[src/rtl/uds_pkg.sv]
// Shared definitions for the UDS fetch sequencer: sizes, timeout and FSM state encoding.
package uds_pkg;

  localparam int UDS_WORDS         = 8;
  localparam int UDS_ADDR_W        = 3;
  localparam int UDS_WORD_W        = 32;
  localparam int UDS_READY_TIMEOUT = 15;

  typedef enum logic [2:0] {
    ST_IDLE,
    ST_READ,
    ST_STREAM,
    ST_DONE,
    ST_ERROR
  } state_t;

endpackage

[src/rtl/uds_fetch.sv]
// One-shot sequencer that reads the Unique Device Secret from the uds core and streams
// it word by word to a valid/ready consumer, holding at most one word in flight.
module uds_fetch
  import uds_pkg::*;
#(
  parameter int NUM_WORDS     = UDS_WORDS,
  parameter int READY_TIMEOUT = UDS_READY_TIMEOUT
) (
  input  logic                  clk,
  input  logic                  reset,
  input  logic                  fw_app_mode,
  input  logic                  start,
  output logic                  busy,
  output logic                  done,
  output logic                  error,
  output logic                  uds_cs,
  output logic [UDS_ADDR_W-1:0] uds_address,
  input  logic [UDS_WORD_W-1:0] uds_read_data,
  input  logic                  uds_ready,
  output logic                  out_valid,
  input  logic                  out_ready,
  output logic [UDS_WORD_W-1:0] out_data,
  output logic [UDS_ADDR_W-1:0] out_index,
  output logic                  out_last
);

  localparam int CNT_W = $clog2(READY_TIMEOUT + 1);
  localparam logic [UDS_ADDR_W-1:0] LAST_IDX = UDS_ADDR_W'(NUM_WORDS - 1);
  localparam logic [CNT_W-1:0]      CNT_MAX  = CNT_W'(READY_TIMEOUT - 1);

  state_t                  state_reg, state_next;
  logic [UDS_WORD_W-1:0]   word_reg, word_next;
  logic [UDS_ADDR_W-1:0]   index_reg, index_next;
  logic [CNT_W-1:0]        count_reg, count_next;
  logic                    fetched_reg, fetched_next;
  logic                    done_reg, done_next;
  logic                    error_reg, error_next;
  logic                    is_last;

  assign is_last = (index_reg == LAST_IDX);

  always_ff @(posedge clk) begin
    if (reset) begin
      state_reg   <= ST_IDLE;
      word_reg    <= '0;
      index_reg   <= '0;
      count_reg   <= '0;
      fetched_reg <= 1'b0;
      done_reg    <= 1'b0;
      error_reg   <= 1'b0;
    end else begin
      state_reg   <= state_next;
      word_reg    <= word_next;
      index_reg   <= index_next;
      count_reg   <= count_next;
      fetched_reg <= fetched_next;
      done_reg    <= done_next;
      error_reg   <= error_next;
    end
  end

  always_comb begin
    state_next   = state_reg;
    word_next    = word_reg;
    index_next   = index_reg;
    count_next   = count_reg;
    fetched_next = fetched_reg;
    done_next    = done_reg;
    error_next   = error_reg;
    uds_cs       = 1'b0;
    out_valid    = 1'b0;
    busy         = 1'b0;

    case (state_reg)
      ST_IDLE: begin
        if (start) begin
          if (fw_app_mode || fetched_reg) begin
            state_next = ST_ERROR;
            error_next = 1'b1;
          end else begin
            state_next = ST_READ;
            index_next = '0;
            count_next = '0;
          end
        end
      end

      ST_READ: begin
        busy = 1'b1;
        // App mode kills the read before uds_cs can reach the core.
        if (fw_app_mode) begin
          state_next = ST_ERROR;
          error_next = 1'b1;
          word_next  = '0;
        end else begin
          uds_cs = 1'b1;
          if (uds_ready) begin
            word_next  = uds_read_data;
            state_next = ST_STREAM;
          end else if (count_reg == CNT_MAX) begin
            state_next = ST_ERROR;
            error_next = 1'b1;
          end else begin
            count_next = count_reg + 1'b1;
          end
        end
      end

      ST_STREAM: begin
        busy = 1'b1;
        if (fw_app_mode) begin
          state_next = ST_ERROR;
          error_next = 1'b1;
          word_next  = '0;
        end else begin
          out_valid = 1'b1;
          if (out_ready) begin
            word_next = '0;
            if (is_last) begin
              fetched_next = 1'b1;
              done_next    = 1'b1;
              state_next   = ST_DONE;
            end else begin
              index_next = index_reg + 1'b1;
              count_next = '0;
              state_next = ST_READ;
            end
          end
        end
      end

      ST_DONE: begin
        if (start) error_next = 1'b1;
      end

      ST_ERROR: begin
        word_next    = '0;
        fetched_next = 1'b1;
        error_next   = 1'b1;
      end

      default: begin
        state_next = ST_ERROR;
        word_next  = '0;
      end
    endcase
  end

  // The secret is only visible on out_data while it is actually being offered.
  assign out_data    = out_valid ? word_reg : '0;
  assign out_index   = index_reg;
  assign out_last    = out_valid & is_last;
  assign uds_address = index_reg;
  assign done        = done_reg;
  assign error       = error_reg;

endmodule
[config.mk]
export PLATFORM = sky130hd
export DESIGN_NAME = uds_fetch
export DESIGN_NICKNAME = d
export VERILOG_FILES = /design/src/rtl/uds_pkg.sv /design/src/rtl/uds_fetch.sv
export SDC_FILE = /design/constraint.sdc
export NUM_CORES = 1
export LEC_CHECK = 0
export ABC_CLOCK_PERIOD_IN_PS = 2940
export BUFFER_PORTS_ARGS = -buffer_cell sky130_fd_sc_hd__buf_4
export CORE_UTILIZATION = 53
export DETAILED_ROUTE_END_ITERATION = 10
export PLACE_DENSITY_LB_ADDON = 0.2
export SYNTH_ARGS = -nofsm -noshare
export SYNTH_HDL_FRONTEND = slang
export SYNTH_SLANG_ARGS = --single-unit
[constraint.sdc]
create_clock -name clk -period 2.94 [get_ports clk]
set_clock_uncertainty 0.1 [all_clocks]
set_input_delay 0.735 -clock clk [delete_from_list [all_inputs] [get_ports clk]]
set_output_delay 0.735 -clock clk [all_outputs]
set_load 0.005 [all_outputs]
==> results.cfg <==
[outcome]
status = complete, no violations

[cts]
path_clk_slew_ns = 0.08
clockRootBuffer = sky130_fd_sc_hd__clkbuf_8
cts_tree = built
postCtsSetupBuffers = 0
total_cts_buffers = 5
cts_htree_levels = 2
post_cts_hold_buffer_count = 0
clock_latency_ns = 0.30
post_cts_resized = 0
number_of_clock_sinks_seen_by_cts = 45
cts-root-to-sink-buffers = 2

[yosys]
synth.area.top_cells = sky130_fd_sc_hd__dfxtp_1, sky130_fd_sc_hd__a21oi_1, sky130_fd_sc_hd__and2_1
synth_enable_flop_cells = 0
yosysMostFrequentCell = sky130_fd_sc_hd__dfxtp_1
synthDistinctLibCells = 39
ys.flop_type = sky130_fd_sc_hd__dfxtp_1
synth.avg_cell_area_um2 = 7.920
synthesis.area_um2 = 2257
synthArstFlopShare_pct = 0
yosys.area.top_type_share_pct = 39.91
post_synthesis_sequential_element_count = 45
yosysWarningCount = 0
synth_top_area_cell = sky130_fd_sc_hd__dfxtp_1
synth_cells = 285
synth_seq_area_share_pct = 39.91
synth_nets = 327
post_synth_top_cells = sky130_fd_sc_hd__dfxtp_1, sky130_fd_sc_hd__a21oi_1, sky130_fd_sc_hd__nand3_1

[pwr]
clock_share_of_power_pct = 27.7
power.density_nw_per_um2 = 456.2
internal-power_mw = 0.9146
sw_ratio_pct = 31.95
total_switching_power_mw = 0.4295
sequential_fraction_of_design_power_pct = 49.7
combinationalPowerShare_pct = 22.5
max-vdd-ir-drop_mv = 0.2965
power.leakage_nw = 1.204

[routing]
drt_pre_antenna_iters = 4
detail_route.iter0.violations = 156
vias = 2271
antenna_violating_nets_post_route = 0
routed_vias_inst = 5.607
drt_wl_total_um = 5681
drc_errors = 0
wl_per_cell_um = 14.03

[global_route]
grt_pass1_wl_um = 8887
grt.total_usage_pct = 26.18
grt_start_max_net_pins = 45
grt_antenna_before_repair = 0
first_global_vias = 1967
overflow = 0

[timing]
fin_setup_tns_ns = 0
setup_violations = 0
period_share_pct = 85.61
report.final.slew_viol_count = 0
worst-slew-pin-transition_ns = 0.6410
unrepaired_setup_endpoints_after_global_routing = no
achievable-frequency_mhz = 397.3
final_period_minus_worst_setup_slack_ns = 2.517
worst_hold_slack_ns = 0.3505
final_hold_viol_count = 0
timing.slew.headroom_pct = 57.27

[cells_and_area]
largest_register_ffs = 32
syn2layout_area_growth_pct = 30.54
nets = 396
post_route_cells_drive_above_1_share_pct = 27.61
n_antenna_cell = 0

[critical_path]
rrSetupSlack_ns = 1.00
crit_fanout = 22
timing.critical_path.arrival_ns = 1.68
timing.critical_path.to_type = primary output
critPathLaunchType = input port
critical_path_class = in2out
worst_ep_required_time_ns = 2.11

[hold_path]
hp-class = reg2reg

[placed_design]
place_congestion = 0.8571
hpwl_um = 3826
number_of_buffers_added_on_ports = 81

[die]
floorplan.core_area_um2 = 4058
fp-row-count = 23
floorplan.die_area_um2 = 4524
initial_utilization_pct = 55.63
vertical_extent_of_the_die_um = 67.26
io_pins = 82
dieWidth_um = 67.26

[run]
drv.max_cap_violation_count = 0
## path summary, 6_finish.rpt
check,startpoint,to,cells past startpoint
setup / recovery,fw_app_mode,out_data[0],5
hold / removal,word_reg[23],word_reg[23],2
setup reg to reg,state_reg[2],state_reg[1],5
hold reg to reg,word_reg[23],word_reg[23],2
## final cells by class
class,count,area (µm²)
timing repair buffer,87,653.1
sequential,45,900.9
multi-input combinational,209,1224
clock buffer,7,76.32
inverter,6,22.52
tap,50,62.56
clock inverter,1,7.507
fill,334,1111
## kinds of logic (layout without fill, tap and decap cells)
family	count (synthesis)	in the layout	share of synthesized area (%)
compound gates	67	67	18.18
fa+ha+maj	4	4	2.217
buf+inv	31	101	6.153
flops	45	45	39.91
simple gates	138	138	33.54
## cells in the final DEF, fill, tap and decap left out, types with 2 or more instances in the layout
cell,synthesis,routed
sky130_fd_sc_hd__inv_1,6,6
sky130_fd_sc_hd__ha_1,4,4
sky130_fd_sc_hd__o21ai_0,2,2
sky130_fd_sc_hd__o2111ai_1,2,2
sky130_fd_sc_hd__nand2b_1,2,2
sky130_fd_sc_hd__a21oi_1,42,42
sky130_fd_sc_hd__clkbuf_1,15,2
sky130_fd_sc_hd__clkbuf_8,0,5
sky130_fd_sc_hd__or3_1,2,2
sky130_fd_sc_hd__dfxtp_1,45,45
sky130_fd_sc_hd__nand4b_1,2,2
sky130_fd_sc_hd__o31ai_1,2,2
sky130_fd_sc_hd__nand3b_1,2,2
sky130_fd_sc_hd__nor4b_4,2,2
sky130_fd_sc_hd__buf_4,4,87
sky130_fd_sc_hd__nor2_1,5,5
sky130_fd_sc_hd__nor2b_1,5,5
sky130_fd_sc_hd__o311a_1,2,2
sky130_fd_sc_hd__nand3_1,39,39
sky130_fd_sc_hd__o22ai_1,2,2
sky130_fd_sc_hd__and2_1,33,33
sky130_fd_sc_hd__and3_1,2,2
sky130_fd_sc_hd__a31oi_1,4,4
sky130_fd_sc_hd__nand2_1,37,37
sky130_fd_sc_hd__nor3_1,2,2
sky130_fd_sc_hd__nor3b_1,3,3
## power groups by stage
stage / clock network (mW) / logic [mW] / registers, mW
floorplan: 0 / 0.216 / 0.662
global placement: 0 / 0.301 / 0.680
detailed placement: 0 / 0.300 / 0.681
CTS: 0.381 / 0.302 / 0.668
global route: 0.404 / 0.332 / 0.672
finish: 0.373 / 0.303 / 0.668
## critical path, cell delays in order
cell and delay (ns):
sky130_fd_sc_hd__buf_4 0.16, sky130_fd_sc_hd__nor4b_4 0.24, sky130_fd_sc_hd__buf_4 0.26, sky130_fd_sc_hd__and2_1 0.17
sky130_fd_sc_hd__buf_4 0.11
## metal layers
| metal | wire length (µm) | vias to the layer above | GRT usage (%) |
|---|---|---|---|
| met4 | 76 | 0 | 11.44 |
| met2 | 2759 | 86 | 43.13 |
| met5 | 0 | - | 0 |
| met3 | 338 | 7 | 4.392 |
| li1 | - | 1131 | - |
| met1 | 2506 | 1047 | 33.44 |
## through the flow
step	util, %	cells	worst slack, ns	area, µm²	total power, mW
after global routing	72.62	405	0.3308	2947	1.409
final	72.62	405	0.4231	2947	1.344
after CTS	72.62	405	0.4127	2947	1.350
after global placement	70.55	397	0.4737	2863	0.9809
after detailed placement	70.55	397	0.4160	2863	0.9814
after floorplan	-	285	0.4240	2257	0.8784
No activity file was read; power rests on OpenSTA's default activity.
